## src/rtl/store_narrow_pkg.sv

```systemverilog
// Shared encodings for the store-narrowing path: access sizes, FSM states, alignment rule.
// The load/widening path reuses the size encodings.
package store_narrow_pkg;

    localparam logic [1:0] SZ_BYTE = 2'b00;
    localparam logic [1:0] SZ_HALF = 2'b01;
    localparam logic [1:0] SZ_ILL  = 2'b10;
    localparam logic [1:0] SZ_WORD = 2'b11;

    typedef enum logic [1:0] {
        ST_IDLE    = 2'd0,
        ST_RD_WAIT = 2'd1,
        ST_WRITE   = 2'd2,
        ST_DONE    = 2'd3
    } state_t;

    // Illegal size encodings are reported as misaligned so they never touch memory.
    function automatic logic misaligned(input logic [1:0] size, input logic [1:0] addr_lo);
        case (size)
            SZ_BYTE: return 1'b0;
            SZ_HALF: return addr_lo[0];
            SZ_WORD: return addr_lo != 2'b00;
            default: return 1'b1;
        endcase
    endfunction

endpackage

```

## src/rtl/store_narrow_lane_merge.sv

```systemverilog
// Combinational byte/half/word lane merge of a store value into an old memory word,
// plus the signed-narrowing overflow flag.
module lane_merge
    import store_narrow_pkg::*;
(
    input  logic [1:0]  i_size,
    input  logic [1:0]  i_addr_lo,
    input  logic [31:0] i_old_word,
    input  logic [31:0] i_st_data,
    output logic [31:0] o_merged_word,
    output logic        o_ovf
);

    always_comb begin
        o_merged_word = i_old_word;
        o_ovf         = 1'b0;
        case (i_size)
            SZ_BYTE: begin
                o_merged_word[{i_addr_lo, 3'b000} +: 8] = i_st_data[7:0];
                o_ovf = i_st_data[31:8] != {24{i_st_data[7]}};
            end
            SZ_HALF: begin
                o_merged_word[{i_addr_lo[1], 4'b0000} +: 16] = i_st_data[15:0];
                o_ovf = i_st_data[31:16] != {16{i_st_data[15]}};
            end
            SZ_WORD: begin
                o_merged_word = i_st_data;
            end
            default: begin
                o_merged_word = i_old_word;
            end
        endcase
    end

endmodule

```

## src/rtl/store_narrow.sv

```systemverilog
// Narrows a register value to byte/half/word and stores it via read-modify-write when sub-word.
// Done after 1 (error), 3 (word) or 3+RD_LAT (sub-word) cycles; busy holds the pipeline meanwhile.
module store_narrow
    import store_narrow_pkg::*;
#(
    parameter int ADDR_W = 32,
    parameter int RD_LAT = 1
) (
    input  logic              clk,
    input  logic              rst,
    input  logic              st_valid,
    input  logic [1:0]        st_size,
    input  logic [ADDR_W-1:0] st_addr,
    input  logic [31:0]       st_data,
    output logic              busy,
    output logic              done,
    output logic              err_align,
    output logic              ovf,
    output logic [ADDR_W-1:0] mem_addr,
    output logic              mem_rd,
    input  logic [31:0]       mem_rdata,
    output logic              mem_wr,
    output logic [31:0]       mem_wdata
);

    localparam logic [1:0] LP_RD_LAT = 2'(RD_LAT);

    state_t            r_state;
    state_t            w_next;
    logic [1:0]        r_size;
    logic [ADDR_W-1:0] r_addr;
    logic [31:0]       r_data;
    logic [31:0]       r_wdata;
    logic [1:0]        r_cnt;
    logic              r_armed;
    logic              r_err;
    logic              r_ovf;
    logic              r_mem_rd;
    logic              w_misaligned;
    logic [31:0]       w_merged;
    logic              w_ovf;

    assign w_misaligned = misaligned(st_size, st_addr[1:0]);

    lane_merge u_lane_merge (
        .i_size        (r_size),
        .i_addr_lo     (r_addr[1:0]),
        .i_old_word    (mem_rdata),
        .i_st_data     (r_data),
        .o_merged_word (w_merged),
        .o_ovf         (w_ovf)
    );

    always_ff @(posedge clk or posedge rst) begin
        if (rst) begin
            r_state <= ST_IDLE;
        end else begin
            r_state <= w_next;
        end
    end

    always_comb begin
        w_next = r_state;
        case (r_state)
            ST_IDLE: begin
                if (st_valid) begin
                    if (w_misaligned)          w_next = ST_DONE;
                    else if (st_size == SZ_WORD) w_next = ST_WRITE;
                    else                         w_next = ST_RD_WAIT;
                end
            end
            ST_RD_WAIT: if (r_cnt == 2'd0) w_next = ST_WRITE;
            ST_WRITE:   if (r_armed)       w_next = ST_DONE;
            ST_DONE:    w_next = ST_IDLE;
            default:    w_next = ST_IDLE;
        endcase
    end

    // A word store spends its first WRITE cycle presenting address/data before the strobe;
    // a sub-word store already had the address on the bus during the read, so it arrives armed.
    always_ff @(posedge clk or posedge rst) begin
        if (rst) begin
            r_size   <= SZ_BYTE;
            r_addr   <= '0;
            r_data   <= '0;
            r_wdata  <= '0;
            r_cnt    <= '0;
            r_armed  <= 1'b0;
            r_err    <= 1'b0;
            r_ovf    <= 1'b0;
            r_mem_rd <= 1'b0;
        end else begin
            r_mem_rd <= 1'b0;
            case (r_state)
                ST_IDLE: begin
                    if (st_valid) begin
                        r_size   <= st_size;
                        r_addr   <= st_addr;
                        r_data   <= st_data;
                        r_wdata  <= st_data;
                        r_cnt    <= LP_RD_LAT;
                        r_armed  <= 1'b0;
                        r_err    <= w_misaligned;
                        r_ovf    <= 1'b0;
                        r_mem_rd <= !w_misaligned && (st_size != SZ_WORD);
                    end
                end
                ST_RD_WAIT: begin
                    if (r_cnt == 2'd0) begin
                        r_wdata <= w_merged;
                        r_ovf   <= w_ovf;
                        r_armed <= 1'b1;
                    end else begin
                        r_cnt <= r_cnt - 2'd1;
                    end
                end
                ST_WRITE: r_armed <= 1'b1;
                default:  r_armed <= r_armed;
            endcase
        end
    end

    always_comb begin
        busy      = r_state != ST_IDLE;
        done      = r_state == ST_DONE;
        err_align = done && r_err;
        ovf       = done && r_ovf;
        mem_rd    = r_mem_rd;
        mem_wr    = (r_state == ST_WRITE) && r_armed;
        mem_addr  = {r_addr[ADDR_W-1:2], 2'b00};
        mem_wdata = r_wdata;
    end

endmodule
```

## config.mk

```make
export PLATFORM = sky130hd
export DESIGN_NAME = store_narrow
export DESIGN_NICKNAME = d
export VERILOG_FILES = /design/src/rtl/store_narrow_pkg.sv /design/src/rtl/store_narrow_lane_merge.sv /design/src/rtl/store_narrow.sv
export SDC_FILE = /design/constraint.sdc
export NUM_CORES = 1
export LEC_CHECK = 0
export ABC_AREA = 1
export CAP_MARGIN = 20
export CORE_MARGIN = 4
export CORE_UTILIZATION = 24
export CTS_BUF_LIST = sky130_fd_sc_hd__clkbuf_16
export DETAILED_ROUTE_END_ITERATION = 8
export SLEW_MARGIN = 20
export SYNTH_ARGS = -nofsm -noshare
export SYNTH_HDL_FRONTEND = slang
export SYNTH_HIERARCHICAL = 1
export SYNTH_SLANG_ARGS = --single-unit
```

## constraint.sdc

```tcl
create_clock -name clk -period 6.31 [get_ports clk]
set_clock_uncertainty 0.1 [all_clocks]
set_input_delay 1.262 -clock clk [delete_from_list [all_inputs] [get_ports clk]]
set_output_delay 1.262 -clock clk [all_outputs]
set_load 0.1 [all_outputs]
```

==> flow_summary.html, run 1 <==
<table>
<tr><th>Metric</th><th>Value</th></tr>
<tr><th colspan="2">Outcome</th></tr>
<tr><td>Outcome</td><td>completed</td></tr>
<tr><th colspan="2">Floorplanning</th></tr>
<tr><td>Chip Width</td><td>171 um</td></tr>
<tr><td>Die height</td><td>171 um</td></tr>
<tr><td>Area inside the core boundary</td><td>26100 sq um</td></tr>
<tr><td>IO Count</td><td>171</td></tr>
<tr><td>Initial Utilization</td><td>24.3%</td></tr>
<tr><td>Full die area</td><td>29100 sq um</td></tr>
<tr><td>Row count</td><td>59</td></tr>
<tr><th colspan="2">Yosys</th></tr>
<tr><td>Count of state elements after synthesis</td><td>106</td></tr>
<tr><td>Syn Inst Count</td><td>821</td></tr>
<tr><td>Number of enable flip-flop cells after synthesis</td><td>0</td></tr>
<tr><td>Sequential fraction of the synthesis area</td><td>41.8%</td></tr>
<tr><td>Dominant synthesized flop cell</td><td>sky130_fd_sc_hd__dfrtp_1</td></tr>
<tr><td>Number of different library cells in the post-synthesis netlist</td><td>30</td></tr>
<tr><td>Synthesis warning total</td><td>6</td></tr>
<tr><td>Netlist area before placement</td><td>6340 sq um</td></tr>
<tr><td>Share of async-settable or async-resettable flops after synthesis</td><td>100%</td></tr>
<tr><td>Mean area per synthesized cell</td><td>7.73 sq um</td></tr>
<tr><th colspan="2">STA</th></tr>
<tr><td>Normalized max-slew margin</td><td>31.1%</td></tr>
<tr><td>Setup repair after global routing missed its margin</td><td>false</td></tr>
<tr><td>Number of max-slew violations in the final report</td><td>0</td></tr>
<tr><td>Crit share post-route</td><td>60.1%</td></tr>
<tr><td>Aggregate negative setup slack</td><td>0 ns</td></tr>
<tr><td>Achievable Freq</td><td>0.264 GHz</td></tr>
<tr><td>Count of endpoints failing setup in the final report</td><td>0</td></tr>
<tr><td>Final Hold Slack</td><td>0.385 ns</td></tr>
<tr><td>Fin. Hold Viols</td><td>0</td></tr>
<tr><td>Clock period minus final worst setup slack</td><td>3.79 ns</td></tr>
<tr><td>Tightest Pin Transition</td><td>1.03 ns</td></tr>
<tr><th colspan="2">Setup path</th></tr>
<tr><td>Top cell by count, worst path</td><td>sky130_fd_sc_hd__inv_1</td></tr>
<tr><td>Cells along the critical path</td><td>inv_1 &gt; ha_1 &gt; inv_1 &gt; clkdlybuf4s50_1</td></tr>
<tr><td>CP peak stage delay</td><td>1.14 ns</td></tr>
<tr><td>Category of the worst setup path capture point</td><td>output pin</td></tr>
<tr><td>Maximum net fanout on the critical path</td><td>8</td></tr>
<tr><td>Required time of the critical path</td><td>4.95 ns</td></tr>
<tr><td>Sort of element at the start of the critical path</td><td>register</td></tr>
<tr><td>Critical path type</td><td>reg -&gt; out</td></tr>
<tr><td>Worst path slowest cell</td><td>sky130_fd_sc_hd__clkdlybuf4s50_1</td></tr>
<tr><td>Crit path arrival time</td><td>2.43 ns</td></tr>
<tr><th colspan="2">Clock network</th></tr>
<tr><td>Worst-skew pair later-pin latency</td><td>0.35 ns</td></tr>
<tr><td>Worst-case clock buffer depth</td><td>2</td></tr>
<tr><td>Number of sinks handled by clock tree synthesis</td><td>106</td></tr>
<tr><td>Clock slew at the register clock pins of the worst setup and hold paths</td><td>0.07 ns</td></tr>
<tr><td>H-tree lvl count</td><td>3</td></tr>
<tr><td>Buffers inserted during post-CTS setup optimization</td><td>0</td></tr>
<tr><td>Clock tree from TritonCTS</td><td>done</td></tr>
<tr><td>Cts bufs inserted</td><td>9</td></tr>
<tr><td>CTS Root Buffer Type</td><td>sky130_fd_sc_hd__clkbuf_16</td></tr>
<tr><td>Cts repair resizes</td><td>0</td></tr>
<tr><td># hold bufs at CTS</td><td>0</td></tr>
<tr><th colspan="2">GRT</th></tr>
<tr><td>Antenna violations before repair</td><td>1</td></tr>
<tr><td>Number of global-route vias before repair</td><td>5445</td></tr>
<tr><td>Total overflow reported by the global router</td><td>0</td></tr>
<tr><td>First-pass GRT wire length</td><td>30.4 mm</td></tr>
<tr><td>Total routing usage reported by global routing</td><td>13.3%</td></tr>
<tr><td>Pin count of the biggest net entering global routing</td><td>104</td></tr>
<tr><th colspan="2">Detailed routing</th></tr>
<tr><td>Residual DRC</td><td>0</td></tr>
<tr><td>DRC violation total after the first TritonRoute iteration</td><td>329</td></tr>
<tr><td>Wire length per cell after detailed routing</td><td>15.4 um</td></tr>
<tr><td>Final ANT Viol Nets</td><td>0</td></tr>
<tr><td>Via-to-Cell Ratio</td><td>4.36</td></tr>
<tr><td>Via Count</td><td>5556</td></tr>
<tr><td>Detailed-router iteration count before antenna repair</td><td>5</td></tr>
<tr><td>Total Routed Length</td><td>19.6 mm</td></tr>
<tr><th colspan="2">Layout</th></tr>
<tr><td>Fraction of final layout cells sized beyond drive strength 1</td><td>7.03%</td></tr>
<tr><td>Fin util</td><td>31.7%</td></tr>
<tr><td>Final #Nets</td><td>1045</td></tr>
<tr><td># fillers</td><td>2771</td></tr>
<tr><td>Area added between synthesis and finish</td><td>30.3%</td></tr>
<tr><th colspan="2">Run</th></tr>
<tr><td>Number of max-cap violations</td><td>0</td></tr>
<tr><th colspan="2">Place</th></tr>
<tr><td>Half-perimeter wire length after detailed placement</td><td>14.7 mm</td></tr>
<tr><td>Global placement routability congestion</td><td>0.907</td></tr>
<tr><td>Port Buffer Count</td><td>168</td></tr>
<tr><th colspan="2">Min path</th></tr>
<tr><td>Hold Crit Class</td><td>reg -&gt; reg</td></tr>
</table>
## flip-flops by register name (all words and copies together), names as in the netlist
signal and count:
mem_wdata 32, mem_rd 1, r_armed 1, r_addr 32, r_ovf 1, r_data 32
r_size 2, r_err 1, r_state 2, r_cnt 2
## placed cells by master (no fill, tap or decap), drive strengths merged
master / count
clkbuf: 9
inv: 100
nor3: 2
nor2: 29
a21oi: 5
dfrtp: 106
nand4: 4
conb: 2
bufinv: 1
ha: 10
a22oi: 2
nand3b: 2
nand2: 249
clkinv: 3
nand3: 57
diode: 1
clkdlybuf4s50: 168
or2: 2
o21ai: 128
clkinvlp: 1
buf: 4
mux2i: 1
o22ai: 21
and2: 1
mux2: 32
## critical path: cells and delay by family (launching register included)
| family | cells | cell delay (ns) |
|---|---|---|
| fa+ha+maj | 1 | 0.32 |
| buf+inv | 3 | 1.35 |
| flops | 1 | 0.40 |
## cell families (layout without fill, tap and decap cells)
kind of cell / after synthesis / after routing / synth area share [%]
buffers and inverters: 169 / 286 / 13.9
muxes: 33 / 33 / 6.37
DFF: 106 / 106 / 41.8
adders and majority gates: 10 / 10 / 1.97
and+or+nand+nor: 346 / 346 / 22.9
AOI/OAI and AO/OA: 156 / 156 / 12.9
other: 1 / 3 / 0.0591
## path summary, 6_finish.rpt
| path | slack, ns | depth (start not counted) | startpoint | to |
|---|---|---|---|---|
| worst max-delay path | 2.52 | 4 | r_state[0]$_DFFE_PP0P_ | busy |
| worst min-delay path | 0.38 | 2 | mem_wdata[19]$_DFFE_PP0P_ | mem_wdata[19]$_DFFE_PP0P_ |
| worst max register to register | 3.42 | 9 | r_addr[1]$_DFFE_PP0P_ | mem_wdata[25]$_DFFE_PP0P_ |
| worst min register to register | 0.38 | 2 | mem_wdata[19]$_DFFE_PP0P_ | mem_wdata[19]$_DFFE_PP0P_ |
| max in group asynchronous | 3.71 | 3 | rst | r_data[12]$_DFFE_PP0P_ |
| min in group asynchronous | 1.32 | 2 | rst | r_addr[22]$_DFFE_PP0P_ |
## through the flow
step | instances | area (sq um) | setup slack, ns
after floorplan | 822 | 6350 | 2.16
after global placement | 1258 | 7970 | 2.92
after detailed placement | 1258 | 7970 | 2.90
after CTS | 1274 | 8260 | 2.50
after global routing | 1275 | 8270 | 2.40
final | 1275 | 8270 | 2.52
## metal layers
metal  up-vias  wire, um  share of wire, %  track usage [%]
met2       152      9080                46             21.0
met4         0       246               1.3             4.20
met3        14      1170               5.9             2.10
met5         -         0                 0                0
met1      2570      9120                46             18.8
li1       2820         -                 -                -
## Yosys cell counts, types with 2 or more instances
master                     number  area [sq um]
sky130_fd_sc_hd__nand2_1      240           901
sky130_fd_sc_hd__o21ai_0      110           551
sky130_fd_sc_hd__dfrtp_1      106          2650
sky130_fd_sc_hd__inv_1         97           364
sky130_fd_sc_hd__nand3_1       57           285
sky130_fd_sc_hd__buf_4         32           240
sky130_fd_sc_hd__nor2_1        27           101
sky130_fd_sc_hd__mux2_2        23           259
sky130_fd_sc_hd__o22ai_1       21           131
sky130_fd_sc_hd__o21ai_1       16          80.1
sky130_fd_sc_hd__buf_6         15           169
sky130_fd_sc_hd__buf_2         12          60.1
sky130_fd_sc_hd__clkbuf_1      12          45.0
sky130_fd_sc_hd__ha_1          10           125
sky130_fd_sc_hd__mux2_4         9           135
sky130_fd_sc_hd__nand2_2        7          43.8
sky130_fd_sc_hd__a21oi_1        5          25.0
sky130_fd_sc_hd__nand4_1        4          25.0
sky130_fd_sc_hd__a22oi_1        2          15.0
sky130_fd_sc_hd__nand2_4        2          22.5
sky130_fd_sc_hd__nand3b_1       2          15.0
sky130_fd_sc_hd__nor3_1         2          10.0
sky130_fd_sc_hd__o21ai_2        2          17.5
sky130_fd_sc_hd__or2_2          2          12.5
## area by class of cell
type,count,area [sq um],share of cell area (%)
multi-input cells,547,2820,34.1
flip-flops and latches,106,2650,32.1
repair buffers,172,1720,20.8
well taps,335,419,5.07
inverters,98,373,4.51
clock buffers,9,225,2.72
clock inverters,7,62.6,0.757
diodes,1,2.50,0.0303
Power of run 1 is left out: the tool's default activity adds up to more than one toggle a clock period on the data nets, which glitch-free logic cannot reach.
==> inputs of run 2 (changes only) <==
- clock period: 6.31 -> 3.65 ns (I/O delays scaled with it)
==> run 2 against run 1 <==
Net effect:
- die area unchanged
- register-to-register slack got worse by 2.5 ns
- first-iteration DRC count up 12%
- worst setup slack got worse by 1.6 ns
- clock-buffer cell count is the same
- global-route usage is 0.44 points higher
- non-clock buffer count up 3
- flip-flop and latch count did not move
- largest cell class unchanged
==> flow_summary.html, run 2 (synthesis results as in run 1) <==
<table>
<tr><th>Metric</th><th>Value</th></tr>
<tr><th colspan="2">Setup path</th></tr>
<tr><td>Cells along the critical path</td><td>clkdlybuf4s50_1</td></tr>
<tr><td>Sort of element at the start of the critical path</td><td>register</td></tr>
<tr><td>Maximum net fanout on the critical path</td><td>2 (-6)</td></tr>
<tr><td>Origin of the critical flop-to-flop path</td><td>r_addr[1]$_DFFE_PP0P_</td></tr>
<tr><td>Reg-to-reg endpoint</td><td>mem_wdata[10]$_DFFE_PP0P_</td></tr>
<tr><td>Instance count on the critical path</td><td>1 (-3)</td></tr>
<tr><td>Required time of the critical path</td><td>2.82 ns (-2.13 ns)</td></tr>
<tr><td>Critical path type</td><td>reg -&gt; out</td></tr>
<tr><td>CP peak stage delay</td><td>1.14 ns (about the same)</td></tr>
<tr><td>Cells on worst reg2reg path</td><td>7 (-2)</td></tr>
<tr><td>Category of the worst setup path capture point</td><td>output pin</td></tr>
<tr><td>Worst path slowest cell</td><td>sky130_fd_sc_hd__clkdlybuf4s50_1</td></tr>
<tr><td>Top delay family on crit path</td><td>buffers and inverters</td></tr>
<tr><td>Combined buffer and inverter count along the critical path</td><td>1 (-2)</td></tr>
<tr><td>Crit path arrival time</td><td>1.88 ns (-0.55 ns)</td></tr>
<tr><td>Worst reg-to-reg setup slack</td><td>0.96 ns (-2.46 ns)</td></tr>
<tr><th colspan="2">Floorplanning</th></tr>
<tr><td>Die height</td><td>171 um (unchanged)</td></tr>
<tr><td>Row count</td><td>59 (unchanged)</td></tr>
<tr><td>Chip Width</td><td>171 um (unchanged)</td></tr>
<tr><td>Full die area</td><td>29100 sq um (unchanged)</td></tr>
<tr><td>Area inside the core boundary</td><td>26100 sq um (unchanged)</td></tr>
<tr><td>IO Count</td><td>171 (unchanged)</td></tr>
<tr><td>Initial Utilization</td><td>24.3% (unchanged)</td></tr>
<tr><th colspan="2">Clock network</th></tr>
<tr><td>CTS Root Buffer Type</td><td>sky130_fd_sc_hd__clkbuf_16</td></tr>
<tr><td>Number of sinks handled by clock tree synthesis</td><td>106 (unchanged)</td></tr>
<tr><td>H-tree lvl count</td><td>3 (unchanged)</td></tr>
<tr><td>Worst-case clock buffer depth</td><td>2 (unchanged)</td></tr>
<tr><td># hold bufs at CTS</td><td>0 (unchanged)</td></tr>
<tr><td>Worst-skew pair later-pin latency</td><td>0.36 ns (about the same)</td></tr>
<tr><td>Clock slew at the register clock pins of the worst setup and hold paths</td><td>0.07 ns (about the same)</td></tr>
<tr><td>Clock tree from TritonCTS</td><td>done</td></tr>
<tr><td>Cts repair resizes</td><td>0 (unchanged)</td></tr>
<tr><td>Buffers inserted during post-CTS setup optimization</td><td>0 (unchanged)</td></tr>
<tr><td>Cts bufs inserted</td><td>9 (unchanged)</td></tr>
<tr><th colspan="2">GRT</th></tr>
<tr><td>First-pass GRT wire length</td><td>31.3 mm (+3.1%)</td></tr>
<tr><td>Number of global-route vias before repair</td><td>5547 (+1.9%)</td></tr>
<tr><td>Total overflow reported by the global router</td><td>0 (unchanged)</td></tr>
<tr><td>Total routing usage reported by global routing</td><td>13.8% (+0.44 points)</td></tr>
<tr><td>Pin count of the biggest net entering global routing</td><td>66 (-37%)</td></tr>
<tr><td>Antenna violations before repair</td><td>0 (-1)</td></tr>
<tr><th colspan="2">STA</th></tr>
<tr><td>Fin. Hold Viols</td><td>0 (unchanged)</td></tr>
<tr><td>Clock period minus final worst setup slack</td><td>2.71 ns</td></tr>
<tr><td>Tightest Pin Transition</td><td>0.989 ns (-0.0419 ns)</td></tr>
<tr><td>Aggregate negative setup slack</td><td>0 ns (unchanged)</td></tr>
<tr><td>Setup repair after global routing missed its margin</td><td>false</td></tr>
<tr><td>Crit share post-route</td><td>74.3%</td></tr>
<tr><td>Count of endpoints failing setup in the final report</td><td>0 (unchanged)</td></tr>
<tr><td>Number of max-slew violations in the final report</td><td>0 (unchanged)</td></tr>
<tr><td>Achievable Freq</td><td>0.369 GHz</td></tr>
<tr><td>Normalized max-slew margin</td><td>33.9% (+2.8 points)</td></tr>
<tr><th colspan="2">Min path</th></tr>
<tr><td>Instance count along the most critical hold path</td><td>1 (-1)</td></tr>
<tr><td>Hold Crit Class</td><td>reg -&gt; reg</td></tr>
<tr><td>Min-delay src</td><td>r_cnt[0]$_DFFE_PP0P_</td></tr>
<tr><td>Endpoint of the worst hold-timing path</td><td>r_cnt[0]$_DFFE_PP0P_</td></tr>
<tr><th colspan="2">Layout</th></tr>
<tr><td>Number of diodes added for antenna fixing</td><td>0 (-1)</td></tr>
<tr><td>Final #Nets</td><td>1048 (+0.29%)</td></tr>
<tr><td>Top library cells by usage in the layout, fill and taps aside</td><td>sky130_fd_sc_hd__nand2_1 (240), sky130_fd_sc_hd__clkdlybuf4s50_1 (136), sky130_fd_sc_hd__o21ai_0 (110)</td></tr>
<tr><td>Area added between synthesis and finish</td><td>29.3%</td></tr>
<tr><td>Fraction of final layout cells sized beyond drive strength 1</td><td>10.6% (+3.6 points)</td></tr>
<tr><td>Commonest non-fill, non-tap cell in the layout</td><td>sky130_fd_sc_hd__nand2_1</td></tr>
<tr><th colspan="2">Detailed routing</th></tr>
<tr><td>Residual DRC</td><td>0 (unchanged)</td></tr>
<tr><td>Via Count</td><td>5732 (+3.2%)</td></tr>
<tr><td>Detailed-router iteration count before antenna repair</td><td>5 (unchanged)</td></tr>
<tr><td>Total Routed Length</td><td>20.3 mm (+3.6%)</td></tr>
<tr><td>Final ANT Viol Nets</td><td>0 (unchanged)</td></tr>
<tr><td>Via-to-Cell Ratio</td><td>4.49 (+3.0%)</td></tr>
<tr><td>DRC violation total after the first TritonRoute iteration</td><td>367 (+12%)</td></tr>
<tr><td>Wire length per cell after detailed routing</td><td>15.9 um (+3.4%)</td></tr>
<tr><th colspan="2">Place</th></tr>
<tr><td>Global placement routability congestion</td><td>0.959 (+5.8%)</td></tr>
<tr><td>Port Buffer Count</td><td>168 (unchanged)</td></tr>
<tr><td>Half-perimeter wire length after detailed placement</td><td>15.4 mm (+4.6%)</td></tr>
<tr><th colspan="2">Run</th></tr>
<tr><td>Number of max-cap violations</td><td>0 (unchanged)</td></tr>
<tr><th colspan="2">Outcome</th></tr>
<tr><td>Outcome</td><td>completed</td></tr>
</table>
-- run 2: changes by cell type in the layout (fill, tap and decap cells not counted), sizes merged --
cell / before / now
clkinvlp: 1 / 3
clkdlybuf4s50: 168 / 136
inv: 100 / 99
bufinv: 1 / 0
buf: 4 / 39
diode: 1 / 0
-- run 2: how the worst max path moves through the flow --
| stage | from | to | slack, ns |
|---|---|---|---|
| after floorplan | rst | mem_rd$_DFF_PP0_ | 0.03 |
| after global placement | st_valid | mem_wdata[28]$_DFFE_PP0P_ | 0.92 |
| after detailed placement | st_valid | mem_wdata[13]$_DFFE_PP0P_ | 0.87 |
| after CTS | mem_wdata[3]$_DFFE_PP0P_ | mem_wdata[3] | 0.92 |
| after global routing | r_addr[1]$_DFFE_PP0P_ | mem_wdata[10]$_DFFE_PP0P_ | 0.72 |
| final | mem_wdata[3]$_DFFE_PP0P_ | mem_wdata[3] | 0.94 |
-- run 2: final cells by class --
type | instances | area [sq um]
Multi-Input combinational cell | 547 | 2820
Inverter | 98 | 373
Tap cell | 335 | 419
Timing Repair Buffer | 175 | 1680
Clock buffer | 9 | 225
Fill cell | 2803 | 17900
Clock inverter | 7 | 37.5
Sequential cell | 106 | 2650
-- run 2: through the flow --
| stage | instance area [sq um] | hold WS, ns | instances | utilization, % | setup WS [ns] |
|---|---|---|---|---|---|
| final | 8200 | 0.378 | 1277 | 31.5 | 0.937 |
| after global routing | 8200 | 0.416 | 1277 | 31.5 | 0.719 |
| after CTS | 8200 | 0.381 | 1277 | 31.5 | 0.925 |
| after detailed placement | 7940 | 0.371 | 1261 | 30.5 | 0.873 |
| after global placement | 7940 | 0.362 | 1261 | 30.5 | 0.920 |
| after floorplan | 6350 | 0.351 | 822 | - | 0.0311 |
-- run 2: metal layers --
metal | share of wire (%) | track usage (%) | vias to the layer above
met1 | 45 | 18.8 | 2689
met3 | 6.6 | 3.33 | 15
met5 | 0 | 0 | -
met4 | 1.4 | 3.02 | 0
met2 | 47 | 22.3 | 189
li1 | - | - | 2839
Power of run 2 is left out for the same reason.
==> inputs of run 3 (changes only) <==
- clock period: 3.65 -> 2.4 ns (I/O delays scaled with it)
==> run 3 against run 2 <==
Net effect:
- global-route usage is 0.21 points lower
- utilization is 0.83 points higher
- critical path depth is 3 higher
- critical path type unchanged
- highest routed layer unchanged
==> flow_summary.html, run 3 (synthesis results as in run 1) <==
<table>
<tr><th>Metric</th><th>Value</th></tr>
<tr><th colspan="2">Clock network</th></tr>
<tr><td>Clock slew at the register clock pins of the worst setup and hold paths</td><td>0.08 ns (about the same)</td></tr>
<tr><td>Cts bufs inserted</td><td>9 (unchanged)</td></tr>
<tr><td>Buffers inserted during post-CTS setup optimization</td><td>0 (unchanged)</td></tr>
<tr><td># hold bufs at CTS</td><td>0 (unchanged)</td></tr>
<tr><td>H-tree lvl count</td><td>3 (unchanged)</td></tr>
<tr><td>Worst-case clock buffer depth</td><td>2 (unchanged)</td></tr>
<tr><td>CTS Root Buffer Type</td><td>sky130_fd_sc_hd__clkbuf_16</td></tr>
<tr><td>Worst-skew pair later-pin latency</td><td>0.36 ns (about the same)</td></tr>
<tr><td>Clock tree from TritonCTS</td><td>done</td></tr>
<tr><td>Cts repair resizes</td><td>0 (unchanged)</td></tr>
<tr><td>Number of sinks handled by clock tree synthesis</td><td>106 (unchanged)</td></tr>
<tr><th colspan="2">Layout</th></tr>
<tr><td>Fraction of final layout cells sized beyond drive strength 1</td><td>16.3% (+5.7 points)</td></tr>
<tr><td>Area added between synthesis and finish</td><td>32.7%</td></tr>
<tr><td>Commonest non-fill, non-tap cell in the layout</td><td>sky130_fd_sc_hd__nand2_1</td></tr>
<tr><td>Number of diodes added for antenna fixing</td><td>0 (unchanged)</td></tr>
<tr><td>Top library cells by usage in the layout, fill and taps aside</td><td>sky130_fd_sc_hd__nand2_1 (240), sky130_fd_sc_hd__o21ai_0 (110), sky130_fd_sc_hd__dfrtp_1 (106)</td></tr>
<tr><td>Final #Nets</td><td>1063 (+1.4%)</td></tr>
<tr><th colspan="2">STA</th></tr>
<tr><td>Clock period minus final worst setup slack</td><td>2.17 ns</td></tr>
<tr><td>Fin. Hold Viols</td><td>0 (unchanged)</td></tr>
<tr><td>Achievable Freq</td><td>0.461 GHz</td></tr>
<tr><td>Crit share post-route</td><td>90.4%</td></tr>
<tr><td>Setup repair after global routing missed its margin</td><td>false</td></tr>
<tr><td>Count of endpoints failing setup in the final report</td><td>0 (unchanged)</td></tr>
<tr><td>Number of max-slew violations in the final report</td><td>0 (unchanged)</td></tr>
<tr><td>Aggregate negative setup slack</td><td>0 ns (unchanged)</td></tr>
<tr><th colspan="2">GRT</th></tr>
<tr><td>First-pass GRT wire length</td><td>30.9 mm (-1.3%)</td></tr>
<tr><td>Total routing usage reported by global routing</td><td>13.6% (-0.21 points)</td></tr>
<tr><td>Total overflow reported by the global router</td><td>0 (unchanged)</td></tr>
<tr><td>Antenna violations before repair</td><td>0 (unchanged)</td></tr>
<tr><td>Pin count of the biggest net entering global routing</td><td>66 (unchanged)</td></tr>
<tr><td>Number of global-route vias before repair</td><td>5513 (-0.61%)</td></tr>
<tr><th colspan="2">Detailed routing</th></tr>
<tr><td>Final ANT Viol Nets</td><td>0 (unchanged)</td></tr>
<tr><td>Wire length per cell after detailed routing</td><td>15.6 um (-1.9%)</td></tr>
<tr><td>Residual DRC</td><td>0 (unchanged)</td></tr>
<tr><td>DRC violation total after the first TritonRoute iteration</td><td>342 (-6.8%)</td></tr>
<tr><td>Total Routed Length</td><td>20.2 mm (-0.75%)</td></tr>
<tr><td>Via-to-Cell Ratio</td><td>4.42 (-1.6%)</td></tr>
<tr><td>Detailed-router iteration count before antenna repair</td><td>5 (unchanged)</td></tr>
<tr><td>Via Count</td><td>5707 (-0.44%)</td></tr>
<tr><th colspan="2">Setup path</th></tr>
<tr><td>Critical path type</td><td>reg -&gt; out</td></tr>
<tr><td>Cells on worst reg2reg path</td><td>11 (+4)</td></tr>
<tr><td>Worst path slowest cell</td><td>sky130_fd_sc_hd__dfrtp_1</td></tr>
<tr><td>Sort of element at the start of the critical path</td><td>register</td></tr>
<tr><td>Required time of the critical path</td><td>1.82 ns (-1.00 ns)</td></tr>
<tr><td>Category of the worst setup path capture point</td><td>output pin</td></tr>
<tr><td>CP peak stage delay</td><td>0.42 ns (-0.72 ns)</td></tr>
<tr><td>Crit path arrival time</td><td>1.59 ns (-0.29 ns)</td></tr>
<tr><td>Maximum net fanout on the critical path</td><td>8 (+6)</td></tr>
<tr><td>Top cell by count, worst path</td><td>sky130_fd_sc_hd__inv_1</td></tr>
<tr><td>Cells along the critical path</td><td>inv_1 &gt; ha_1 &gt; inv_1 &gt; buf_12</td></tr>
<tr><th colspan="2">Floorplanning</th></tr>
<tr><td>Chip Width</td><td>171 um (unchanged)</td></tr>
<tr><td>IO Count</td><td>171 (unchanged)</td></tr>
<tr><td>Row count</td><td>59 (unchanged)</td></tr>
<tr><td>Full die area</td><td>29100 sq um (unchanged)</td></tr>
<tr><td>Initial Utilization</td><td>24.3% (unchanged)</td></tr>
<tr><td>Die height</td><td>171 um (unchanged)</td></tr>
<tr><td>Area inside the core boundary</td><td>26100 sq um (unchanged)</td></tr>
<tr><th colspan="2">Place</th></tr>
<tr><td>Port Buffer Count</td><td>168 (unchanged)</td></tr>
<tr><td>Global placement routability congestion</td><td>0.942 (-1.8%)</td></tr>
<tr><td>Half-perimeter wire length after detailed placement</td><td>15.8 mm (+2.3%)</td></tr>
<tr><th colspan="2">Outcome</th></tr>
<tr><td>Outcome</td><td>completed</td></tr>
<tr><th colspan="2">Run</th></tr>
<tr><td>Number of max-cap violations</td><td>0 (unchanged)</td></tr>
<tr><th colspan="2">Min path</th></tr>
<tr><td>Hold Crit Class</td><td>in -&gt; async</td></tr>
</table>
==> run 3: changes by cell type in the layout (fill, tap and decap cells not counted) <==
cell,previous run,this run
sky130_fd_sc_hd__buf_12,2,9
sky130_fd_sc_hd__buf_4,37,81
sky130_fd_sc_hd__bufinv_16,0,4
sky130_fd_sc_hd__clkdlybuf4s50_1,136,100
sky130_fd_sc_hd__clkinv_1,3,0
sky130_fd_sc_hd__clkinv_2,0,2
sky130_fd_sc_hd__clkinvlp_4,3,1
sky130_fd_sc_hd__ha_1,10,9
sky130_fd_sc_hd__ha_2,0,1
sky130_fd_sc_hd__inv_1,97,96
sky130_fd_sc_hd__inv_4,2,1
sky130_fd_sc_hd__inv_6,0,1
==> run 3: area by class of cell <==
type	count	area [sq um]
clock buffers	9	225
clock inverters	7	139
fillers	2772	17600
inverters	98	374
multi-input cells	547	2820
flip-flops and latches	106	2650
well taps	335	419
repair buffers	190	1790
==> run 3: layer usage <==
layer | vias up | share of wire [%] | wire (um) | GRT usage, %
met2 | 171 | 47 | 9450 | 22.0
met1 | 2657 | 45 | 9120 | 18.4
met3 | 16 | 6.7 | 1350 | 2.80
met5 | - | 0 | 0 | 0
met4 | 0 | 1.3 | 260 | 3.72
li1 | 2863 | - | - | -
==> run 3: path summary, 6_finish.rpt <==
path / start / end / slack, ns
max: r_state[1]$_DFFE_PP0P_ / busy / 0.23
min: rst / r_addr[19]$_DFFE_PP0P_ / 0.33
max reg2reg: r_addr[0]$_DFFE_PP0P_ / mem_wdata[14]$_DFFE_PP0P_ / 0.41
min reg2reg: r_cnt[0]$_DFFE_PP0P_ / r_cnt[0]$_DFFE_PP0P_ / 0.37
max in group asynchronous: rst / r_addr[4]$_DFFE_PP0P_ / 1.23
min in group clk: r_cnt[0]$_DFFE_PP0P_ / r_cnt[0]$_DFFE_PP0P_ / 0.37
==> run 3: worst max-delay path, delay by kind of cell, from the launching register on <==
family | cells | cell delay [ns]
buffers and inverters | 3 | 0.44
DFF | 1 | 0.42
adders and majority gates | 1 | 0.37
==> run 3: stage by stage <==
stage          area [sq um]  cells  utilization [%]  hold slack, ns  setup slack, ns
2_1_floorplan          6350    822                -           0.351            0.201
3_3_place_gp           8050   1276             30.9           0.361            0.463
3_5_place_dp           8050   1276             30.9           0.371            0.408
4_1_cts                8420   1292             32.3           0.330            0.213
5_1_grt                8420   1292             32.3           0.353            0.126
6_report               8420   1292             32.3           0.329            0.231
Power of run 3 is left out for the same reason.
